`src/rtl/polar_pkg.sv`:
```
// Shared types and elaboration-time helpers for the iterative polar encoder.
// The functions are evaluated only on constants (parameters and genvars).
package polar_pkg;

    localparam int MAX_N    = 1024;
    localparam int MAX_LOG2 = 10;

    typedef enum logic [1:0] {
        IDLE,
        ENC,
        OUT
    } state_e;

    function automatic int clog2(input int value);
        int r;
        r = 0;
        while ((1 << r) < value) begin
            r++;
        end
        return r;
    endfunction

    function automatic int bitrev(input int idx, input int bits);
        int r;
        r = 0;
        for (int b = 0; b < bits; b++) begin
            r = r | (((idx >> b) & 1) << (bits - 1 - b));
        end
        return r;
    endfunction

    // Counts set bits among the lowest n positions of v.
    function automatic int popcount(input logic [MAX_N-1:0] v, input int n);
        int c;
        c = 0;
        for (int b = 0; b < n; b++) begin
            if (v[b[MAX_LOG2-1:0]]) begin
                c++;
            end
        end
        return c;
    endfunction

    function automatic int zeros_below(input logic [MAX_N-1:0] mask, input int idx);
        return idx - popcount(mask, idx);
    endfunction

endpackage

```
`src/rtl/polar_bfly_stage.sv`:
```
// One Arikan butterfly stage, selected at run time by stage_i.
// Every stage is built from constant wiring; the stage index only steers the final mux.
module polar_bfly_stage
    import polar_pkg::*;
#(
    parameter int N  = 8,
    parameter int SW = 3
) (
    input  logic [N-1:0]  u_i,
    input  logic [SW-1:0] stage_i,
    output logic [N-1:0]  u_o
);

    localparam int LOG2N   = clog2(N);
    localparam int NSLOTS  = 2 ** SW;

    logic [N-1:0] stage_res [NSLOTS];

    // Unused slots beyond LOG2N-1 pass the vector through unchanged.
    for (genvar s = 0; s < NSLOTS; s++) begin : g_stage
        for (genvar i = 0; i < N; i++) begin : g_bit
            if (s < LOG2N && ((i >> s) & 1) == 0) begin : g_xor
                assign stage_res[s][i] = u_i[i] ^ u_i[i + (1 << s)];
            end else begin : g_pass
                assign stage_res[s][i] = u_i[i];
            end
        end
    end

    assign u_o = stage_res[stage_i];

endmodule

```
`src/rtl/polar_encoder_iter.sv`:
```
// Sequential polar encoder: one frame in, LOG2N butterfly stages, one codeword out.
// Define POLAR_BITREV_OUT_EN to present the codeword in bit-reversed index order.
module polar_encoder_iter
    import polar_pkg::*;
#(
    parameter int           N           = 8,
    parameter int           K           = 4,
    parameter logic [N-1:0] FROZEN_MASK = 8'h17
) (
    input  logic         clk,
    input  logic         rst_n,
    input  logic         in_valid,
    output logic         in_ready,
    input  logic [K-1:0] data_i,
    output logic         out_valid,
    input  logic         out_ready,
    output logic [N-1:0] code_o
);

    localparam int               LOG2N      = clog2(N);
    localparam int               SW         = clog2(LOG2N) + 1;
    localparam logic [MAX_N-1:0] MASK_EXT   = MAX_N'(FROZEN_MASK);
    localparam logic [SW-1:0]    LAST_STAGE = SW'(LOG2N - 1);

    if (N < 4 || N > MAX_N || (1 << LOG2N) != N) begin : g_bad_n
        $error("polar_encoder_iter: N=%0d must be a power of two in 4..1024", N);
    end
    if (popcount(MASK_EXT, N) != N - K) begin : g_bad_k
        $error("polar_encoder_iter: K=%0d does not match the %0d unfrozen mask bits",
               K, N - popcount(MASK_EXT, N));
    end

    state_e        state_q, state_d;
    logic [N-1:0]  u_q, u_d;
    logic [SW-1:0] stage_q, stage_d;
    logic          in_ready_q, in_ready_d;
    logic          out_valid_q, out_valid_d;
    logic [N-1:0]  code_q, code_d;
    logic [N-1:0]  u_load;
    logic [N-1:0]  u_bfly;

    // Info bit j lands on the j-th unfrozen index, counted upward from 0.
    for (genvar i = 0; i < N; i++) begin : g_map
        localparam int J = zeros_below(MASK_EXT, i);
        if (FROZEN_MASK[i] || J >= K) begin : g_frozen
            assign u_load[i] = 1'b0;
        end else begin : g_info
            assign u_load[i] = data_i[J];
        end
    end

    polar_bfly_stage #(
        .N  (N),
        .SW (SW)
    ) u_bfly_stage (
        .u_i     (u_q),
        .stage_i (stage_q),
        .u_o     (u_bfly)
    );

    always_comb begin
        state_d = state_q;
        u_d     = u_q;
        stage_d = stage_q;
        case (state_q)
            IDLE: begin
                if (in_valid && in_ready_q) begin
                    u_d     = u_load;
                    stage_d = '0;
                    state_d = ENC;
                end
            end
            ENC: begin
                u_d = u_bfly;
                if (stage_q == LAST_STAGE) begin
                    stage_d = '0;
                    state_d = OUT;
                end else begin
                    stage_d = stage_q + 1'b1;
                end
            end
            OUT: begin
                if (out_ready) begin
                    state_d = IDLE;
                end
            end
            default: begin
                state_d = IDLE;
            end
        endcase
        in_ready_d  = (state_d == IDLE);
        out_valid_d = (state_d == OUT);
        code_d      = (state_d == OUT) ? u_d : '0;
    end

    always_ff @(posedge clk or negedge rst_n) begin
        if (!rst_n) begin
            state_q     <= IDLE;
            u_q         <= '0;
            stage_q     <= '0;
            in_ready_q  <= 1'b0;
            out_valid_q <= 1'b0;
            code_q      <= '0;
        end else begin
            state_q     <= state_d;
            u_q         <= u_d;
            stage_q     <= stage_d;
            in_ready_q  <= in_ready_d;
            out_valid_q <= out_valid_d;
            code_q      <= code_d;
        end
    end

    assign in_ready  = in_ready_q;
    assign out_valid = out_valid_q;

`ifdef POLAR_BITREV_OUT_EN
    for (genvar i = 0; i < N; i++) begin : g_bitrev
        assign code_o[bitrev(i, LOG2N)] = code_q[i];
    end
`else
    assign code_o = code_q;
`endif

endmodule

```
`config.mk`:
```
export PLATFORM = sky130hd
export DESIGN_NAME = polar_encoder_iter
export DESIGN_NICKNAME = d
export VERILOG_FILES = /design/src/rtl/polar_pkg.sv /design/src/rtl/polar_bfly_stage.sv /design/src/rtl/polar_encoder_iter.sv
export SDC_FILE = /design/constraint.sdc
export NUM_CORES = 1
export LEC_CHECK = 0
export ABC_AREA = 0
export CELL_PAD_IN_SITES_DETAIL_PLACEMENT = 0
export CELL_PAD_IN_SITES_GLOBAL_PLACEMENT = 1
export CORE_MARGIN = 2
export CORE_UTILIZATION = 40
export CTS_BUF_LIST = sky130_fd_sc_hd__clkbuf_8
export DETAILED_ROUTE_END_ITERATION = 6
export GPL_ROUTABILITY_DRIVEN = 0
export HOLD_SLACK_MARGIN = 0.15
export PLACE_DENSITY = 0.76
export SLEW_MARGIN = 20
export SYNTH_ARGS = -nofsm -noshare
export SYNTH_HDL_FRONTEND = slang
export SYNTH_HIERARCHICAL = 1
export SYNTH_SLANG_ARGS = --single-unit
export TNS_END_PERCENT = 50
```
`constraint.sdc`:
```
create_clock -name clk -period 2.06 [get_ports clk]
set_input_delay 0.206 -clock clk [delete_from_list [all_inputs] [get_ports clk]]
set_output_delay 0.206 -clock clk [all_outputs]
set_load 0.01 [all_outputs]
```
==> results.json <==
{
  "slowest_delay_ns": 0.54,
  "layout_commonest_cell": "dfrtp_1",
  "rsz0062_at_grt": "false",
  "period_minus_slack_ns": 1.66,
  "syn_inst": 107,
  "mostFrequentLayoutCells": "dfrtp_1, clkdlybuf4s50_1, nand2_1",
  "p_seq_share_pct": 39.1,
  "final_antenna_net_count": 0,
  "diodes": 0,
  "drive_above_1_share_pct": 13.5,
  "path_cells": "nor2_1, nand3_1, xnor2_1, nand2b_1, o31a_1, o22a_1",
  "status": "finished, final reports clean",
  "synth_fp_nets": 115,
  "swShare_pct": 39.6,
  "cts_root_buffer": "clkbuf_8",
  "setup.worst_path.end_class": "flop",
  "clk_pin_slew_ns": 0.08,
  "final_hold_viol_count": 0,
  "cts_buffers": 3,
  "post_cts_resized": 0,
  "p_int_mw": 1.41,
  "powerDensity_nw_per_um2": 1670,
  "postCtsSetupRepairBufs": 0,
  "htreeDepth": 1,
  "grt_pass1_vias": 875,
  "wire_per_inst_um": 14.9,
  "yosys_most_used_dff": "dfrtp_1",
  "worstPathArrival_ns": 1.81,
  "p_switching_mw": 0.927,
  "area.sequential_um2": 576,
  "crit_fanout": 16,
  "die_x_um": 57.8,
  "multi_input_area_um2": 546,
  "max-slew-margin-rel_pct": 65.5,
  "fin_nets": 135,
  "fp-row-count": 19,
  "cpMaxStageDelayCell": "dfrtp_1",
  "pwr-share-clk_pct": 11.4,
  "final.period_utilization_pct": 80.4,
  "syn_to_final_growth_pct": 21.2,
  "numPortBuffers": 17,
  "vdd_drop_max_mv": 0.917,
  "dp_hpwl_mm": 1.62,
  "cts.sinks": 23,
  "maxCapViolations": 0,
  "drt-initial-drc-count": 33,
  "antenna_found_initial": 0,
  "vias": 864,
  "core_um2": 2760,
  "grt_pass1_wl_mm": 4.08,
  "track_usage_pct": 16.0,
  "p_leak_nw": 0.601,
  "finClkSkew_ns": 0.00117,
  "grt_max_degree": 24,
  "grt-ovfl-total": 0,
  "cp-start-kind": "flop",
  "ctsHoldBuffers": 0,
  "required_ns": 2.21,
  "slew_violations": 0,
  "ys.warnings.count": 6,
  "route.detailed.drc": 0,
  "die_h_um": 57.8,
  "initial_utilization_pct": 41.9,
  "synth_edf_count": 0,
  "synth.distinct_cells": 34,
  "crit_type": "reg -> reg",
  "synth_area_per_cell_um2": 10.8,
  "ys_seq_area_share_pct": 49.8,
  "die_area_um2": 3340,
  "async_flop_share_pct": 100,
  "cts_buffer_depth": 2,
  "fin_total_pwr_mw": 2.34,
  "cts_tree": "yes",
  "hold_class": "in -> async",
  "finalSetupViolations": 0,
  "syn-cell-area_um2": 1160,
  "dp.cells": 153,
  "fmax_mhz": 604,
  "io_pins": 18,
  "wl_mm": 2.33,
  "dpl_cell_area_um2": 1360,
  "avgViaCountPerCell": 5.50,
  "fin_cells": 157,
  "clock_latency_ns": 0.26,
  "p_comb_share_pct": 49.5,
  "ys_ff_latch": 23,
  "final_cell_area_um2": 1400,
  "worst-slew-pin-transition_ns": 0.516,
  "dr.pass1.iters": 4,
  "tns_ns": 0,
  "n_fill_cell": 268
}
[worst max-delay path: cells and delay by family, from the launching register on]
| family | cells | cell delay, ns |
|---|---|---|
| XOR/XNOR | 1 | 0.17 |
| flip-flops | 1 | 0.54 |
| AO/OA/AOI/OAI | 2 | 0.28 |
| AND/OR/NAND/NOR | 3 | 0.55 |
[per-stage QoR]
step	setup slack [ns]	utilization, %	hold WS [ns]
3_5_place_dp	0.403	49.2	0.573
5_1_grt	0.243	50.8	0.315
3_3_place_gp	0.390	49.2	0.586
4_1_cts	0.384	50.8	0.308
2_1_floorplan	0.593	-	-0.0896
6_report	0.404	50.8	0.296
[Yosys cell counts, types with 3 or more instances]
library cell	number	area share [%]
o21ai_0	4	1.7
dfrtp_1	23	50
o22a_1	4	3.0
xnor2_1	6	4.5
a21oi_1	8	3.5
inv_1	3	0.97
nand2b_1	4	2.2
o31a_1	4	3.0
nor2_1	4	1.3
nand2_1	12	3.9
a22o_1	5	3.8
nand3_1	3	1.3
[kinds of logic after synthesis]
group                  share of synthesized area [%]
AO/OA/AOI/OAI                                   20.1
XOR/XNOR                                        4.55
flip-flops                                      49.8
multiplexers                                    3.25
AND/OR/NAND/NOR                                 19.3
buffers and inverters                           3.03
[final cells by class]
class	instances	area share, %
clock buffer	3	2.95
clock inverter	1	0.268
inverter	3	0.804
multi-input combinational	77	38.9
sequential	23	41.1
tap	31	2.77
timing repair buffer	19	13.2
[per-layer routing]
layer  GRT usage (%)  part of all wire, %  vias up  routed length (µm)
met4            5.98                 0.73        0                  17
li1                -                    -      423                   -
met5               0                    0        -                   0
met3            2.68                  2.3        2                  54
met1            23.2                   50      427                1170
met2            24.2                   47       12                1090
[path summary, 6_finish.rpt]
check | slack [ns] | from | depth (start not counted) | to
setup / recovery | 0.40 | stage_q[0] | 6 | u_q[3]
setup reg to reg | 0.40 | stage_q[0] | 6 | u_q[3]
min in group clk | 0.60 | u_q[5] | 1 | code_o[5]
max in group asynchronous | 1.54 | rst_n | 2 | stage_q[0]
hold / removal | 0.30 | rst_n | 2 | code_o[6]
hold reg to reg | 0.60 | u_q[5] | 1 | code_o[5]
[power groups by stage]
stage | logic (mW) | registers, mW | clock network (mW)
global placement | 1.15 | 0.907 | 0
global route | 1.29 | 0.960 | 0.297
CTS | 1.17 | 0.914 | 0.276
finish | 1.16 | 0.914 | 0.267
detailed placement | 1.16 | 0.922 | 0
floorplan | 0.883 | 0.852 | 0
[flip-flops by register name, summed over array words and instances (netlist names)]
register	flops
code_o	8
u_q	8
stage_q	3
state_q	2
in_ready	1
out_valid	1
No activity file was read; power rests on OpenSTA's default activity.
